`config.mk`:
```
export PLATFORM = sky130hd
export DESIGN_NAME = i2s_clk_sched
export DESIGN_NICKNAME = d
export VERILOG_FILES = /design/src/rtl/i2s_clk_sched.sv
export SDC_FILE = /design/constraint.sdc
export NUM_CORES = 1
export LEC_CHECK = 0
export ABC_AREA = 1
export CORE_MARGIN = 2
export CORE_UTILIZATION = 55
export DETAILED_ROUTE_END_ITERATION = 8
export PLACE_DENSITY = 0.74
export SKIP_LAST_GASP = 1
export SLEW_MARGIN = 10
export SYNTH_ARGS = -nofsm -noshare
export SYNTH_HDL_FRONTEND = slang
export SYNTH_SLANG_ARGS = --single-unit
```
`constraint.sdc`:
```
create_clock -name clk -period 2.88 [get_ports clk]
set_input_delay 0.864 -clock clk [delete_from_list [all_inputs] [get_ports clk]]
set_output_delay 0.864 -clock clk [all_outputs]
set_load 0.01 [all_outputs]
```
`src/rtl/i2s_clk_sched.sv`:
```
// i2s_clk_sched: runtime-reconfigurable I2S clock scheduler.
// Derives lrclk/sclk from clk using programmable half-period dividers. It also
// sequences a sample-rate change: validate, finish the frame, quiet gap,
// reload, then restart frame-aligned.
//
// Ports:
//   clk, rst          master clock, synchronous active-high reset
//   enable            level-sensitive run request
//   cfg_valid/ready   reconfig handshake (ready only in IDLE and RUN)
//   cfg_lrclk_div     requested lrclk half-period (clk cycles)
//   cfg_sclk_div      requested sclk half-period (clk cycles)
//   cfg_err           one-cycle pulse: request rejected
//   cfg_done          one-cycle pulse: new dividers loaded
//   lrclk, sclk       word / bit clocks
//   running           clocks are toggling
//   frame_start       one-cycle pulse on the first clk cycle of each frame
module i2s_clk_sched #(
  parameter int unsigned LRCLK_DIV_W       = 16,
  parameter int unsigned SCLK_DIV_W        = 8,
  parameter int unsigned DEFAULT_LRCLK_DIV = 384,
  parameter int unsigned DEFAULT_SCLK_DIV  = 8,
  parameter int unsigned QUIET_CYCLES      = 16,
  parameter logic        LRCLK_INIT        = 1'b0,
  parameter logic        SCLK_INIT         = 1'b0
) (
  input  logic                   clk,
  input  logic                   rst,
  input  logic                   enable,
  input  logic                   cfg_valid,
  output logic                   cfg_ready,
  input  logic [LRCLK_DIV_W-1:0] cfg_lrclk_div,
  input  logic [SCLK_DIV_W-1:0]  cfg_sclk_div,
  output logic                   cfg_err,
  output logic                   cfg_done,
  output logic                   lrclk,
  output logic                   sclk,
  output logic                   running,
  output logic                   frame_start
);

  localparam int unsigned QUIET_W = $clog2(QUIET_CYCLES) + 1;

  typedef enum logic [2:0] {
    ST_IDLE,
    ST_RUN,
    ST_CHECK,
    ST_DRAIN,
    ST_QUIET
  } state_t;

  state_t                 state;
  logic [LRCLK_DIV_W-1:0] lr_div;
  logic [SCLK_DIV_W-1:0]  sc_div;
  logic [LRCLK_DIV_W-1:0] lr_ctr;
  logic [SCLK_DIV_W-1:0]  sc_ctr;
  logic [LRCLK_DIV_W-1:0] pend_lr;
  logic [SCLK_DIV_W-1:0]  pend_sc;
  logic [LRCLK_DIV_W-1:0] rem;
  logic                   from_run;
  logic                   stop;
  logic                   pend;
  logic [QUIET_W-1:0]     quiet_ctr;

  // Divider wrap points and next counter/clock values for one advance step.
  logic                   lr_wrap_c;
  logic                   sc_wrap_c;
  logic                   frame_end_c;
  logic                   accept_c;
  logic [LRCLK_DIV_W-1:0] lr_ctr_nxt_c;
  logic [SCLK_DIV_W-1:0]  sc_ctr_nxt_c;
  logic                   lrclk_nxt_c;
  logic                   sclk_nxt_c;
  logic [LRCLK_DIV_W-1:0] pend_sc_ext_c;
  logic                   pend_zero_c;

  always_comb begin
    lr_wrap_c     = (lr_ctr == lr_div - LRCLK_DIV_W'(1));
    sc_wrap_c     = (sc_ctr == sc_div - SCLK_DIV_W'(1));
    // Frame end: last cycle of the non-INIT lrclk half.
    frame_end_c   = lr_wrap_c && (lrclk != LRCLK_INIT);
    accept_c      = cfg_valid && cfg_ready;
    lr_ctr_nxt_c  = lr_wrap_c ? '0 : lr_ctr + LRCLK_DIV_W'(1);
    sc_ctr_nxt_c  = sc_wrap_c ? '0 : sc_ctr + SCLK_DIV_W'(1);
    lrclk_nxt_c   = lr_wrap_c ? ~lrclk : lrclk;
    sclk_nxt_c    = sc_wrap_c ? ~sclk : sclk;
    pend_sc_ext_c = LRCLK_DIV_W'(pend_sc);
    pend_zero_c   = (pend_lr == '0) || (pend_sc == '0);
  end

  // Scheduler FSM with all outputs registered.
  always_ff @(posedge clk) begin
    if (rst) begin
      state       <= ST_IDLE;
      lr_div      <= LRCLK_DIV_W'(DEFAULT_LRCLK_DIV);
      sc_div      <= SCLK_DIV_W'(DEFAULT_SCLK_DIV);
      lr_ctr      <= '0;
      sc_ctr      <= '0;
      pend_lr     <= '0;
      pend_sc     <= '0;
      rem         <= '0;
      from_run    <= 1'b0;
      stop        <= 1'b0;
      pend        <= 1'b0;
      quiet_ctr   <= '0;
      lrclk       <= LRCLK_INIT;
      sclk        <= SCLK_INIT;
      running     <= 1'b0;
      frame_start <= 1'b0;
      cfg_err     <= 1'b0;
      cfg_done    <= 1'b0;
      cfg_ready   <= 1'b1;
    end else begin
      cfg_err     <= 1'b0;
      cfg_done    <= 1'b0;
      frame_start <= 1'b0;

      case (state)
        ST_IDLE: begin
          if (accept_c) begin
            pend_lr   <= cfg_lrclk_div;
            pend_sc   <= cfg_sclk_div;
            rem       <= cfg_lrclk_div;
            from_run  <= 1'b0;
            cfg_ready <= 1'b0;
            state     <= ST_CHECK;
          end else if (enable) begin
            running     <= 1'b1;
            frame_start <= 1'b1;
            state       <= ST_RUN;
          end
        end

        ST_RUN: begin
          lr_ctr      <= lr_ctr_nxt_c;
          sc_ctr      <= sc_ctr_nxt_c;
          lrclk       <= lrclk_nxt_c;
          sclk        <= sclk_nxt_c;
          frame_start <= frame_end_c;
          // A reconfig accept wins over a simultaneous enable drop.
          if (accept_c) begin
            pend_lr   <= cfg_lrclk_div;
            pend_sc   <= cfg_sclk_div;
            rem       <= cfg_lrclk_div;
            from_run  <= 1'b1;
            cfg_ready <= 1'b0;
            state     <= ST_CHECK;
          end else if (!enable) begin
            stop      <= 1'b1;
            pend      <= 1'b0;
            cfg_ready <= 1'b0;
            state     <= ST_DRAIN;
          end
        end

        ST_CHECK: begin
          if (from_run) begin
            lr_ctr      <= lr_ctr_nxt_c;
            sc_ctr      <= sc_ctr_nxt_c;
            lrclk       <= lrclk_nxt_c;
            sclk        <= sclk_nxt_c;
            frame_start <= frame_end_c;
          end
          // Iterative divisibility test: lrclk_div must be a multiple of sclk_div.
          if (pend_zero_c || ((rem != '0) && (rem < pend_sc_ext_c))) begin
            cfg_err   <= 1'b1;
            cfg_ready <= 1'b1;
            state     <= from_run ? ST_RUN : ST_IDLE;
          end else if (rem == '0) begin
            if (from_run) begin
              pend  <= 1'b1;
              stop  <= 1'b0;
              state <= ST_DRAIN;
            end else begin
              lr_div    <= pend_lr;
              sc_div    <= pend_sc;
              cfg_done  <= 1'b1;
              cfg_ready <= 1'b1;
              state     <= ST_IDLE;
            end
          end else begin
            rem <= rem - pend_sc_ext_c;
          end
        end

        ST_DRAIN: begin
          if (frame_end_c) begin
            // Both clocks are at the end of a full half-period here.
            lr_ctr  <= '0;
            sc_ctr  <= '0;
            lrclk   <= LRCLK_INIT;
            sclk    <= SCLK_INIT;
            running <= 1'b0;
            if (stop && !pend) begin
              stop      <= 1'b0;
              cfg_ready <= 1'b1;
              state     <= ST_IDLE;
            end else begin
              quiet_ctr <= '0;
              state     <= ST_QUIET;
            end
          end else begin
            lr_ctr <= lr_ctr_nxt_c;
            sc_ctr <= sc_ctr_nxt_c;
            lrclk  <= lrclk_nxt_c;
            sclk   <= sclk_nxt_c;
          end
        end

        ST_QUIET: begin
          if (quiet_ctr == QUIET_W'(QUIET_CYCLES - 1)) begin
            lr_div    <= pend_lr;
            sc_div    <= pend_sc;
            cfg_done  <= 1'b1;
            cfg_ready <= 1'b1;
            pend      <= 1'b0;
            stop      <= 1'b0;
            if (enable) begin
              running     <= 1'b1;
              frame_start <= 1'b1;
              state       <= ST_RUN;
            end else begin
              state <= ST_IDLE;
            end
          end else begin
            quiet_ctr <= quiet_ctr + QUIET_W'(1);
          end
        end

        default: begin
          state <= ST_IDLE;
        end
      endcase
    end
  end

endmodule

```
After elaboration in Yosys (flattened, before gate mapping). Cells that the tools add are included.

Memories kept: 0. Register bits after elaboration: 106. Bits in writable memories: 0. ROM bits: 0. Latch bits: 0.

Div/mod/pow operators: 0. Reductions and logical operators: 34. Magnitude comparators: 1. Shift operators: 0. $add $sub $neg: 6. $mul: 0. Muxes and demuxes: 89. Eq/ne operators: 27. Bitwise logic cells: 3.

Operators with widths (count): 2-to-1 mux 16 bit (10); case mux 16 bit (2 select lines) (2); 2-to-1 mux 8 bit (7); case mux 16 bit (3 select lines) (1); 2-to-1 mux 1 bit (43); logical NOT 16 bit (2); inequality test 2 bit (second input constant) (15); 2-to-1 mux 3 bit (9); case mux 8 bit (3 select lines) (1); adder 16 x 1 -> 16 bit (second input constant) (1); == test 16 bit (1); less-than comparator 16 x 8 -> 1 bit (1); case mux 8 bit (2 select lines) (1); nonzero test 16 bit (1); subtractor 16 x 1 -> 16 bit (second input constant) (1); subtractor 16 x 8 -> 16 bit (1); 2-to-1 mux 5 bit (3); case mux 3 bit (5 select lines) (1); inequality test 3 bit (second input constant) (4); case mux 1 bit (3 select lines) (4); AND reduction 4 bit (3); case mux 5 bit (2 select lines) (1); AND reduction 5 bit (2); AND reduction 9 bit (1); 28 further kinds (44).

Depth between registers and ports, before layout. Gate-level depths: netlist (run 1).

Depth after elaboration: 5. Depth in mapped cells: 21. Depth with buffers taken out: 21.

Least setup slack after synthesis (run 1). No wires, ideal clock.

Path type: register to register. From: reg lr_div[0]. To: reg quiet_ctr[3]. Setup slack: 0.215 ns. Stages on the path, launching flop included: 18. Data arrival time: 2.542 ns. Required time: 2.757 ns. Path through: dfxtp_1 inv_1 ha_1 nand2_1 inv_1 nor3_1 nand2_1 nor3_1 nor3b_1 nand4_1 nor2_1 ha_1 inv_1 or2_2 nand2_2 inv_1 nor4_1 nor3_1.

Cells in the longest elaborated chain, start to end: 5.

RTL lines: start: declaration (RTL line 52) `logic [LRCLK_DIV_W-1:0] lr_div;`; start signal: assignment (RTL line 94) `lr_div <= LRCLK_DIV_W'(DEFAULT_LRCLK_DIV);`; start signal: assignment (RTL line 174) `lr_div <= pend_lr;`; start signal: assignment (RTL line 211) `lr_div <= pend_lr;`; subtractor 16 x 1 -> 16 bit (RTL line 77) `lr_wrap_c = (lr_ctr == lr_div - LRCLK_DIV_W'(1));`; == test 16 bit (RTL line 77); logical AND 1 bit (RTL line 80) `frame_end_c = lr_wrap_c && (lrclk != LRCLK_INIT);`; inequality test 2 bit (no source line); AND reduction 4 bit (no source line); end signal: assignment (RTL line 225) `quiet_ctr <= quiet_ctr + QUIET_W'(1);`; end: declaration (RTL line 62) `logic [QUIET_W-1:0] quiet_ctr;`.

Every way passes these cells. A chain may end at the register's enable or synchronous reset.

Worst setup path after layout (run 1).
From: reg lr_div[0]. To: reg lr_ctr[14].

Cells in the longest elaborated chain, start to end: 5. Elaborated cells on any way between the ends: 7.

RTL lines: subtractor 16 x 1 -> 16 bit (*) (RTL line 77); == test 16 bit (*) (RTL line 77); 2-to-1 mux 16 bit / logical AND 1 bit (equally long branches) (RTL line 82, 80); 2-to-1 mux 16 bit, on equally long branches (RTL line 186, 156); case mux 16 bit (3 select lines) (*) (RTL line 117) `case (state)`; end signal: assignment (RTL line 134) `lr_ctr <= lr_ctr_nxt_c;`; end signal: assignment (RTL line 157) `lr_ctr <= lr_ctr_nxt_c;`; end signal: assignment (RTL line 202) `lr_ctr <= lr_ctr_nxt_c;`; end: declaration (RTL line 54) `logic [LRCLK_DIV_W-1:0] lr_ctr;`.

Every way passes the cells marked *; elsewhere a longest branch is shown, timed or not. The select of a mux whose other input is x is not followed.

==> results of run 1 <==
[registers in the layout, summed over array words and instances (netlist names)]
name         cells
lr_ctr          16
lr_div          16
pend_lr         16
rem             16
pend_sc          8
sc_ctr           8
sc_div           8
quiet_ctr        5
state            3
cfg_done         1
cfg_err          1
cfg_ready        1
frame_start      1
from_run         1
lrclk            1
pend             1
running          1
sclk             1
stop             1
[cells by family after synthesis]
logic type	share of synthesized area (%)
adder cells (fa/ha/maj)	3.29
buffers and inverters	8.23
flip-flops	33.6
AO/OA/AOI/OAI	15.9
AND/OR/NAND/NOR	33.6
XOR/XNOR	5.41
[routing by layer]
layer,GRT usage (%),vias to the layer above
li1,-,3234
met5,0,-
met1,34.0,2766
met4,7.33,0
met2,41.6,138
met3,4.59,22
[through the flow]
step           setup WS [ns]  instance area (µm²)  total power, mW  util, %  std cells
2_1_floorplan          0.215                 6310             4.20        -        970
3_3_place_gp         -0.0321                 6860             4.86     60.6       1138
3_5_place_dp         -0.0927                 6860             4.89     60.6       1138
4_1_cts               0.0283                 7170             6.13     63.3       1154
5_1_grt              -0.0717                 7250             6.69     64.1       1156
6_report               0.145                 7250             6.16     64.1       1156
[how the worst max path moves through the flow]
stage / end / start / slack [ns] / cells past startpoint
final: lr_ctr[14] / lr_div[0] / 0.15 / 19
after detailed placement: lr_ctr[14] / lr_div[0] / -0.09 / 20
after global routing: lr_ctr[14] / lr_div[1] / -0.07 / 19
after CTS: quiet_ctr[3] / lr_div[0] / 0.03 / 16
after floorplan: quiet_ctr[3] / lr_div[0] / 0.22 / 17
after global placement: lr_ctr[15] / lr_div[0] / -0.03 / 20
[layout by cell type, fill, tap and decap left out, types with 11 or more instances in the layout]
master,instances
ha_1,13
nand3_1,64
inv_1,94
xor2_1,26
nand2_1,195
nor2_1,147
dfxtp_1,105
nor2_2,11
o21ai_0,89
xnor2_1,13
nor3_1,16
buf_4,21
a21oi_1,81
clkdlybuf4s50_1,34
[where the power goes]
| group | leakage [nW] | switching [mW] | internal [mW] |
|---|---|---|---|
| registers | 0.865 | 0.233 | 1.74 |
| logic | 2.24 | 1.90 | 1.06 |
| clock network | 0.142 | 0.595 | 0.628 |
| total | 3.25 | 2.73 | 3.43 |
[Yosys cell counts (4+ instances only)]
| cell type | instances | area [µm²] |
|---|---|---|
| a21oi_1 | 81 | 405 |
| buf_2 | 5 | 25.0 |
| buf_4 | 4 | 30.0 |
| clkbuf_1 | 19 | 71.3 |
| dfxtp_1 | 106 | 2120 |
| ha_1 | 15 | 188 |
| inv_1 | 98 | 368 |
| nand2_1 | 197 | 739 |
| nand2_2 | 4 | 25.0 |
| nand3_1 | 65 | 325 |
| nand3b_1 | 8 | 60.1 |
| nand4_1 | 10 | 62.6 |
| nor2_1 | 152 | 571 |
| nor2_2 | 9 | 56.3 |
| nor3_1 | 19 | 95.1 |
| nor4_1 | 5 | 31.3 |
| o21ai_0 | 90 | 450 |
| or2_2 | 9 | 56.3 |
| xnor2_1 | 13 | 114 |
| xor2_1 | 26 | 228 |
[layout make-up]
cell class                 count  area (µm²)
sequential                   106        2120
clock inverter                 6        53.8
timing repair buffer          56         518
tap                          143         179
inverter                     102         388
multi-input combinational    733        3750
clock buffer                  10         239
fill                        1077        4070
[what timing repair did]
action,in CTS,in global routing
setup buffers,0,2
setup endpoints to repair,15,43
gates resized for setup,3,24
pin swaps,0,7
[tightest hold or removal path: stages (launching register included)]
cell	delay, ns
dfxtp_1	0.31
nand2_1	0.06
a21oi_1	0.05
==> results.sh, run 1 <==
export IMPL_synthesis_area_mm2=0.00631
export IMPL_crit_type="reg -> reg"
export IMPL_grt_pass1_vias=5592
export IMPL_core_area_mm2=0.0113
export IMPL_holdPathEnd="pend"
export IMPL_worst_r2r_endpoint="lr_ctr[14]"
export IMPL_synthCells=970
export IMPL_slowest_delay_ns=0.33
export IMPL_port_buffers=34
export IMPL_grt_pass1_wl_um=26000
export IMPL_cp_top_family="simple AND/OR/NAND/NOR gates"
export IMPL_ctsHoldBuffers=0
export IMPL_synth_cell_types=40
export IMPL_ff2ff_path_depth=19
export IMPL_cts_max_level=3
export IMPL_diodes=0
export IMPL_worstHoldPathType="reg -> reg"
export IMPL_tns_ns=0
export IMPL_die_height_um=111
export IMPL_timing_final_crit_share_pct=95.0
export IMPL_met3WireLength_um=706
export IMPL_maxSlewHeadroom_pct=67.2
export IMPL_cts_tree="yes"
export IMPL_crit_path_cell_trace="inv_1, ha_2, or2_2, nand3_2, o21ai_1, nor3_2, nor3b_2, nand4_1, nor2_1, ha_2, inv_1, nor2_4, inv_2, nand2_4, clkinv_4, o21ai_2, a21oi_1, nand2_1, a21oi_2"
export IMPL_routed_wl_um=15400
export IMPL_rows=39
export IMPL_syn_area_per_cell_um2=6.51
export IMPL_drt_initial_drc_count=486
export IMPL_rsz0062_at_grt="true"
export IMPL_ys_warn_count=0
export IMPL_synth_seq_cells=106
export IMPL_seq_area_frac_synth_pct=33.6
export IMPL_gp_congestion=0.952
export IMPL_dr_pass1_iters=5
export IMPL_crit_fanout=10
export IMPL_setup_violations=0
export IMPL_globalRoute_totalOverflow=0
export IMPL_ant_nets=0
export IMPL_tightest_slew_ns=0.491
export IMPL_path_buf_inv=4
export IMPL_layout_drive_gt1_share_pct=9.38
export IMPL_cts_root_buffer="clkbuf_16"
export IMPL_io_pins=35
export IMPL_wl_met2_um=7190
export IMPL_wl_per_cell_um=13.3
export IMPL_status="complete, no violations"
export IMPL_drv_slew=0
export IMPL_timing_rr_start="lr_div[0]"
export IMPL_hpwl_um=11500
export IMPL_synthArstFlopShare_pct=0
export IMPL_min_period_ns=2.73
export IMPL_clock_latency_ns=0.35
export IMPL_power_density_mw_per_mm2=850
export IMPL_hp_start="pend"
export IMPL_dr_max_layer_used="met4"
export IMPL_numCtsBuffers=9
export IMPL_antenna_found_initial=0
export IMPL_viasPerCell=5.33
export IMPL_die_area_mm2=0.0123
export IMPL_holdWs_ns=0.472
export IMPL_max_freq_mhz=366
export IMPL_vias=6160
export IMPL_areaGrowthSynthToFinish_pct=14.9
export IMPL_dieWidth_um=111
export IMPL_crit_arrival_ns=2.97
export IMPL_grt_usage_pct=25.3
export IMPL_nets=1052
export IMPL_cts_sinks=106
export IMPL_start_kind="flop"
export IMPL_hold_viol_final=0
export IMPL_routedLengthMet1_um=7260
export IMPL_cp_end_kind="flop"
export IMPL_slowest_stage="dfxtp_1"
export IMPL_grt_max_degree=66
export IMPL_synth_edff_count=0
export IMPL_p_leak_nw=3.25
export IMPL_cp_data_required_time_ns=3.11
export IMPL_clockBufferDepth=2
export IMPL_whs_path_depth=2
export IMPL_start_util_pct=55.7
export IMPL_cap_violations=0
export IMPL_peakVddDrop_uv=641
export IMPL_syn_nets=1014
export IMPL_regToRegSetupSlack_ns=0.15
export IMPL_fin_worst_skew_ns=0.00561
export IMPL_drc=0
export IMPL_clk_pin_slew_worst_paths_ns=0.08
export IMPL_ys_flop_type="dfxtp_1"
Note: power is estimated with default switching activity, not from simulation.
==> run 2, diff against run 1 <==
--- a/config.mk
+++ b/config.mk
@@ -8,6 +8,7 @@
 export ABC_AREA = 1
 export CORE_MARGIN = 2
 export CORE_UTILIZATION = 55
+export CTS_CLUSTER_DIAMETER = 120
 export DETAILED_ROUTE_END_ITERATION = 8
 export PLACE_DENSITY = 0.74
 export SKIP_LAST_GASP = 1
==> results of run 2 <==
Final layout, timing and power as in run 1 (identical DEF).
==> run 3, diff against run 2 <==
--- a/config.mk
+++ b/config.mk
@@ -10,6 +10,7 @@
 export CORE_UTILIZATION = 55
 export CTS_CLUSTER_DIAMETER = 120
 export DETAILED_ROUTE_END_ITERATION = 8
+export HOLD_SLACK_MARGIN = 0.08
 export PLACE_DENSITY = 0.74
 export SKIP_LAST_GASP = 1
 export SLEW_MARGIN = 10
==> results of run 3 <==
Final layout, timing and power as in run 1 (identical DEF).
